**src/rtl/life_game_stepper.sv**
```systemverilog
// rtl/life_game_stepper.sv - Game of Life (B3/S23) generation engine on a toroidal 64xROWS world
//
// Purpose:
//   Acts as master of the life-game device cell port. On a start pulse it
//   reads the current frame word by word and writes the next generation
//   into the off-screen frame, one row at a time, using a three-row
//   sliding window (prev/cur/next).
//
// Ports:
//   clock          in   system clock, rising edge
//   reset_n        in   asynchronous active-low reset
//   start          in   one-cycle request for one generation (IDLE only)
//   cell_data_out  in   current-frame word at cell_address (combinational)
//   cell_address   out  word address {row[5:0], half}
//   cell_write     out  write strobe into the next frame
//   cell_data_in   out  next-generation word
//   busy           out  high while a generation is in progress
//   done           out  one-cycle pulse after the last write

module life_game_stepper #(
  parameter int ROWS = 48
) (
  input  logic        clock,
  input  logic        reset_n,
  input  logic        start,
  input  logic [31:0] cell_data_out,
  output logic [6:0]  cell_address,
  output logic        cell_write,
  output logic [31:0] cell_data_in,
  output logic        busy,
  output logic        done
);

  localparam logic [5:0] LAST_ROW = 6'(ROWS - 1);

  typedef enum logic [2:0] {
    S_IDLE,
    S_PRELOAD,
    S_READ_LO,
    S_READ_HI,
    S_WRITE_LO,
    S_WRITE_HI,
    S_DONE
  } state_t;

  state_t      state;
  state_t      state_next;
  logic [63:0] prev_row;
  logic [63:0] cur_row;
  logic [63:0] next_row;
  logic [63:0] new_row;
  logic [5:0]  y;
  logic [5:0]  y_below;
  logic [1:0]  phase;
  logic [31:0] data_hold;
  logic        armed;
  logic        accept;
  logic [3:0]  nbr;

  // The row below wraps to row 0 on the last row; row 0 is still intact in
  // the current frame because all writes land in the other frame.
  assign y_below = (y == LAST_ROW) ? 6'd0 : y + 6'd1;

  // armed is low for the first cycle after reset release so a start that
  // coincides with the release is dropped.
  assign accept = start && armed;

  always_ff @(posedge clock or negedge reset_n) begin
    if (!reset_n) begin
      state     <= S_IDLE;
      prev_row  <= '0;
      cur_row   <= '0;
      next_row  <= '0;
      y         <= '0;
      phase     <= '0;
      data_hold <= '0;
      armed     <= 1'b0;
    end else begin
      state <= state_next;
      armed <= 1'b1;
      case (state)
        S_IDLE: begin
          if (accept) begin
            y     <= '0;
            phase <= '0;
          end
        end
        S_PRELOAD: begin
          phase <= phase + 2'd1;
          case (phase)
            2'd0:    prev_row[31:0]  <= cell_data_out;
            2'd1:    prev_row[63:32] <= cell_data_out;
            2'd2:    cur_row[31:0]   <= cell_data_out;
            default: cur_row[63:32]  <= cell_data_out;
          endcase
        end
        S_READ_LO:  next_row[31:0]  <= cell_data_out;
        S_READ_HI:  next_row[63:32] <= cell_data_out;
        S_WRITE_LO: data_hold <= new_row[31:0];
        S_WRITE_HI: begin
          data_hold <= new_row[63:32];
          prev_row  <= cur_row;
          cur_row   <= next_row;
          if (y != LAST_ROW) begin
            y <= y + 6'd1;
          end
        end
        default: ;
      endcase
    end
  end

  // Next-row computation: 8-neighbour count with horizontal wrap, B3/S23.
  always_comb begin
    new_row = '0;
    nbr     = '0;
    for (int x = 0; x < 64; x++) begin
      nbr = 4'(prev_row[(x + 63) % 64]) + 4'(prev_row[x]) + 4'(prev_row[(x + 1) % 64])
          + 4'(cur_row[(x + 63) % 64])                     + 4'(cur_row[(x + 1) % 64])
          + 4'(next_row[(x + 63) % 64]) + 4'(next_row[x]) + 4'(next_row[(x + 1) % 64]);
      new_row[x] = (nbr == 4'd3) || ((nbr == 4'd2) && cur_row[x]);
    end
  end

  always_comb begin
    state_next   = state;
    cell_address = '0;
    cell_write   = 1'b0;
    cell_data_in = data_hold;
    busy         = 1'b0;
    done         = 1'b0;
    case (state)
      S_IDLE: begin
        if (accept) begin
          state_next = S_PRELOAD;
        end
      end
      S_PRELOAD: begin
        busy = 1'b1;
        case (phase)
          2'd0:    cell_address = {LAST_ROW, 1'b0};
          2'd1:    cell_address = {LAST_ROW, 1'b1};
          2'd2:    cell_address = 7'd0;
          default: cell_address = 7'd1;
        endcase
        if (phase == 2'd3) begin
          state_next = S_READ_LO;
        end
      end
      S_READ_LO: begin
        busy         = 1'b1;
        cell_address = {y_below, 1'b0};
        state_next   = S_READ_HI;
      end
      S_READ_HI: begin
        busy         = 1'b1;
        cell_address = {y_below, 1'b1};
        state_next   = S_WRITE_LO;
      end
      S_WRITE_LO: begin
        busy         = 1'b1;
        cell_address = {y, 1'b0};
        cell_write   = 1'b1;
        cell_data_in = new_row[31:0];
        state_next   = S_WRITE_HI;
      end
      S_WRITE_HI: begin
        busy         = 1'b1;
        cell_address = {y, 1'b1};
        cell_write   = 1'b1;
        cell_data_in = new_row[63:32];
        state_next   = (y == LAST_ROW) ? S_DONE : S_READ_LO;
      end
      S_DONE: begin
        done       = 1'b1;
        state_next = S_IDLE;
      end
      default: state_next = S_IDLE;
    endcase
  end

endmodule
```
**config.mk**
```make
export PLATFORM = sky130hd
export DESIGN_NAME = life_game_stepper
export DESIGN_NICKNAME = d
export VERILOG_FILES = /design/src/rtl/life_game_stepper.sv
export SDC_FILE = /design/constraint.sdc
export NUM_CORES = 1
export LEC_CHECK = 0
export CORE_MARGIN = 4
export CORE_UTILIZATION = 52
export CTS_CLUSTER_DIAMETER = 150
export DETAILED_ROUTE_END_ITERATION = 7
export PLACE_DENSITY = 0.77
export SLEW_MARGIN = 20
export SYNTH_ARGS = -nofsm -noshare
export SYNTH_HDL_FRONTEND = slang
export SYNTH_SLANG_ARGS = --single-unit
```
**constraint.sdc**
```tcl
create_clock -name clock -period 3.7 [get_ports clock]
set_input_delay 0.37 -clock clock [delete_from_list [all_inputs] [get_ports clock]]
set_output_delay 0.37 -clock clock [all_outputs]
set_load 0.1 [all_outputs]
```
==> results.md <==
* Cell mode on critical path: fa_1
* Slew Viols, Final at 0
* Largest net degree at the start of global routing at 80
* Antenna-violating nets left at 0
* DIE WIDTH at about 210 µm
* Seq pwr share at 0.251
* Top delay family on crit path: adder cells
* Final hold violation count at 0
* Placed Area at about 24000 µm²
* Worst Setup End Kind: output port
* Fraction of layout cells with a size suffix above 1 at 0.2696
* Vias in the first global route at 17.97k
* Max-slew headroom at 0.2917
* RSZ-0062 raised after global routing: yes
* Outcome: finished with violations
* Final period utilization at 1.186
* Antenna violations before repair at 1
* Critical path buffers and inverters at 4
* Power share of the combinational group at 0.485
* Via count at 16.44k
* Starting Density at 0.5280
* H-tree levels at 1
* GPL Wtd Cong at ~0.87
* CP Cell Sequence: inv_2 > fa_1 > fa_1 > fa_1 > inv_1 > ha_2 > fa_1 > o211ai_1 > a21oi_1 > buf_4 > a221o_2 > buf_12
* Routed vias/inst at 5.655
* Skew final at 0.01157 ns
* Layout area overhead at 23.63%
* Leak pwr at 12.74 nW
* Initial drt markers at 1164
* Slowest cell on the critical path: fa_1
* DR WL/cell at 18.56 µm
* Setup Crit Path Kind: flip-flop to output port
* Total Power at 0.01178 W
* First-pass GRT wire length at 88.38 mm
* Number of CTS-inserted buffers at 30
* Clock sink count at 236
* Fraction of registers with async set/reset at 1.000
* FF+latch count, synth at between 200 and 250
* Highest metal used: met4
* Final min period at 4.387 ns
* Final wirelength at approximately 54 mm
* Max-cap viol count at 0
* Count leader, synth: inv_1
* Die ar. at roughly 44000 µm²
* All-Layer GR Usage at 0.2433
* Residual DRC count at 0
* Pint at 0.007146 W
* Top FF cell, synth: dfrtp_1
* HP Class: input port to async pin
* Mapped Cells at 2097
* Clk slew on worst S/H paths at 0.06 ns
* Critical Path Start: prev_row[12]
* Core box area at 39820 µm²
* Clk buf depth at 3
* Type of origin of the critical path: flip-flop
* Rows at 73
* CP max stage delay at between 0.5 and 0.6 ns
* Clock Latency Late Sink at 0.57 ns
* Synth top cells by count: inv_1 (461), fa_1 (256), dfrtp_1 (236)
* Sw frac at 0.3936
* Setup violations, final at 32
* Post-synth top area share at 0.2809
* R2R Path End: data_hold[12]
* Filler cell count at between 2k and 3k
* Global route overflow at 0
* Cell Area, Synth at 21030 µm²
* Register area share after synthesis at 0.2809
* Worst Path Required at 3.33 ns
* Metal-1 WL at approximately 22 mm
* PnR worst setup slack at -0.6869 ns
* VDD IR-drop max at 0.0005507 V
* Post-DP HPWL at 37.41 mm
* CP endpoint: cell_data_in[12]
* Worst slew pin tran at 1.058 ns
* Net count after synthesis at 2586
* Design area at 25990 µm²
* CTS tree: yes
* Failing checks: negative setup slack
* Met2 WL post-DR at 27.46 mm
* Synth warn at 0
* Area contributors post-synth: dfrtp_1 (28%), fa_1 (24%), ha_1 (12%), inv_1 (8.2%), a21oi_1 (3.7%)
* Worst path depth at 12
* Switch Pwr at between 0.004 and 0.005 W
* Reg2reg path depth at 11
* Number of nets in the layout at approximately 2.8k
* Max FO, Critical Path at 3
* Fmax at 228.0 MHz
* First-pass DRT Iterations at 5
* Reg-to-reg startpoint: prev_row[12]
* Buffers added on ports at 76
* Setup slack, reg-to-reg at approximately 0.30 ns
* Power per standard cell area at between 400 and 500 nW/µm²
* Syn Area/Cell at roughly 10 µm²
* WP data arrival at around 4 ns
* EDFF count, synth at 0
* Biggest area consumer among synthesized cells: dfrtp_1
* Met3 WL at 2.889 mm
* Clk root buf: clkbuf_16
* IO Pins at 77
* Clock power share at 0.264
* Cell variety after synth at 56
* Die H at 209.1 µm
==> worst reg2reg max path: cells and delay by family, from the launching register on <==
kind	cells	cell delay (ns)
AOI/OAI and AO/OA	3	0.54
adders and majority gates	5	2.08
buffers and inverters	3	0.27
DFF	1	0.39
==> metal layers <==
metal | vias to the layer above | track usage
met5 | - | 0
met4 | 0 | 0.08978
met3 | 139 | 0.03273
met2 | 515 | 0.4299
met1 | 8291 | 0.3067
li1 | 7494 | -
==> flip-flops by register name, summed over array words and instances, names as in the netlist <==
name	count
armed	1
cur_row	64
data_hold	32
next_row	64
phase	2
prev_row	64
state	3
y	6
==> metrics by stage <==
step	setup TNS (ns)	instances	setup slack (ns)	hold slack, ns	util
6_report	-18.97	2907	-0.6869	0.3728	0.6527
5_1_grt	-22.61	2907	-0.8233	0.4371	0.6527
4_1_cts	-19.68	2884	-0.7164	0.3952	0.6431
3_5_place_dp	-3.283	2802	-0.2209	0.4124	0.6036
3_3_place_gp	-1.686	2802	-0.1387	0.4081	0.6036
2_1_floorplan	-0.009291	2097	-0.009291	0.07441	-
==> placed cells by master, fill, tap and decap left out, types with 31 or more instances in the layout <==
cell	synthesis	routed
clkbuf_16	0	31
a211oi_1	40	34
a21oi_1	157	130
mux2i_1	65	65
buf_12	0	42
inv_1	461	375
fa_1	256	217
o211ai_1	31	31
o21ai_0	151	135
dfrtp_1	236	236
nand3_1	60	60
buf_4	7	229
nor3_1	33	33
mux2_2	33	33
nand2_1	106	105
inv_2	0	86
ha_2	0	38
clkdlybuf4s50_1	0	33
a221o_1	57	32
ha_1	198	151
fa_2	0	39
==> power by group through the flow <==
stage	registers, W	clock network (W)	logic (W)
floorplan	0.00297	0	0.00361
global placement	0.00298	0	0.00498
detailed placement	0.00299	0	0.00530
CTS	0.00295	0.00314	0.00555
global route	0.00298	0.00327	0.00630
finish	0.00296	0.00311	0.00571
==> worst min path at each step <==
stage / start / endpoint / depth (start not counted)
floorplan: reset_n / armed / 0
global placement: reset_n / next_row[41] / 1
detailed placement: reset_n / next_row[41] / 1
CTS: reset_n / cur_row[40] / 2
global route: reset_n / next_row[43] / 2
finish: reset_n / cur_row[40] / 2
==> what timing repair did <==
item	in CTS	in global routing
gates resized for setup	180	71
buffers inserted	27	22
pin swaps	76	54
hold buffers	1	0
setup endpoints to repair	32	32
hold endpoints to repair	75	0
cloned	0	0
==> cell families (layout without fill, tap and decap cells) <==
kind of cell	after synthesis	after routing	synth area share
fa+ha+maj	454	454	0.3616
mux	98	98	0.04862
buf+inv	542	826	0.1002
flops	236	236	0.2809
simple gates	280	280	0.06308
other cells	1	2	0.0001784
compound gates	484	484	0.1447
xor+xnor	2	2	0.0008333
==> cell type report <==
class                      instances  area [µm²]  share of cell area
antenna                            1       2.502          0.00009627
clock buffer                      45       878.3             0.03379
clock inverter                    10       158.9            0.006113
inverter                         461        1730             0.06657
multi-input combinational       1319       13700              0.5271
sequential                       236        5906              0.2272
tap                              525       656.9             0.02527
timing repair buffer             310        2960              0.1139
(Power assumes the default switching activity.)
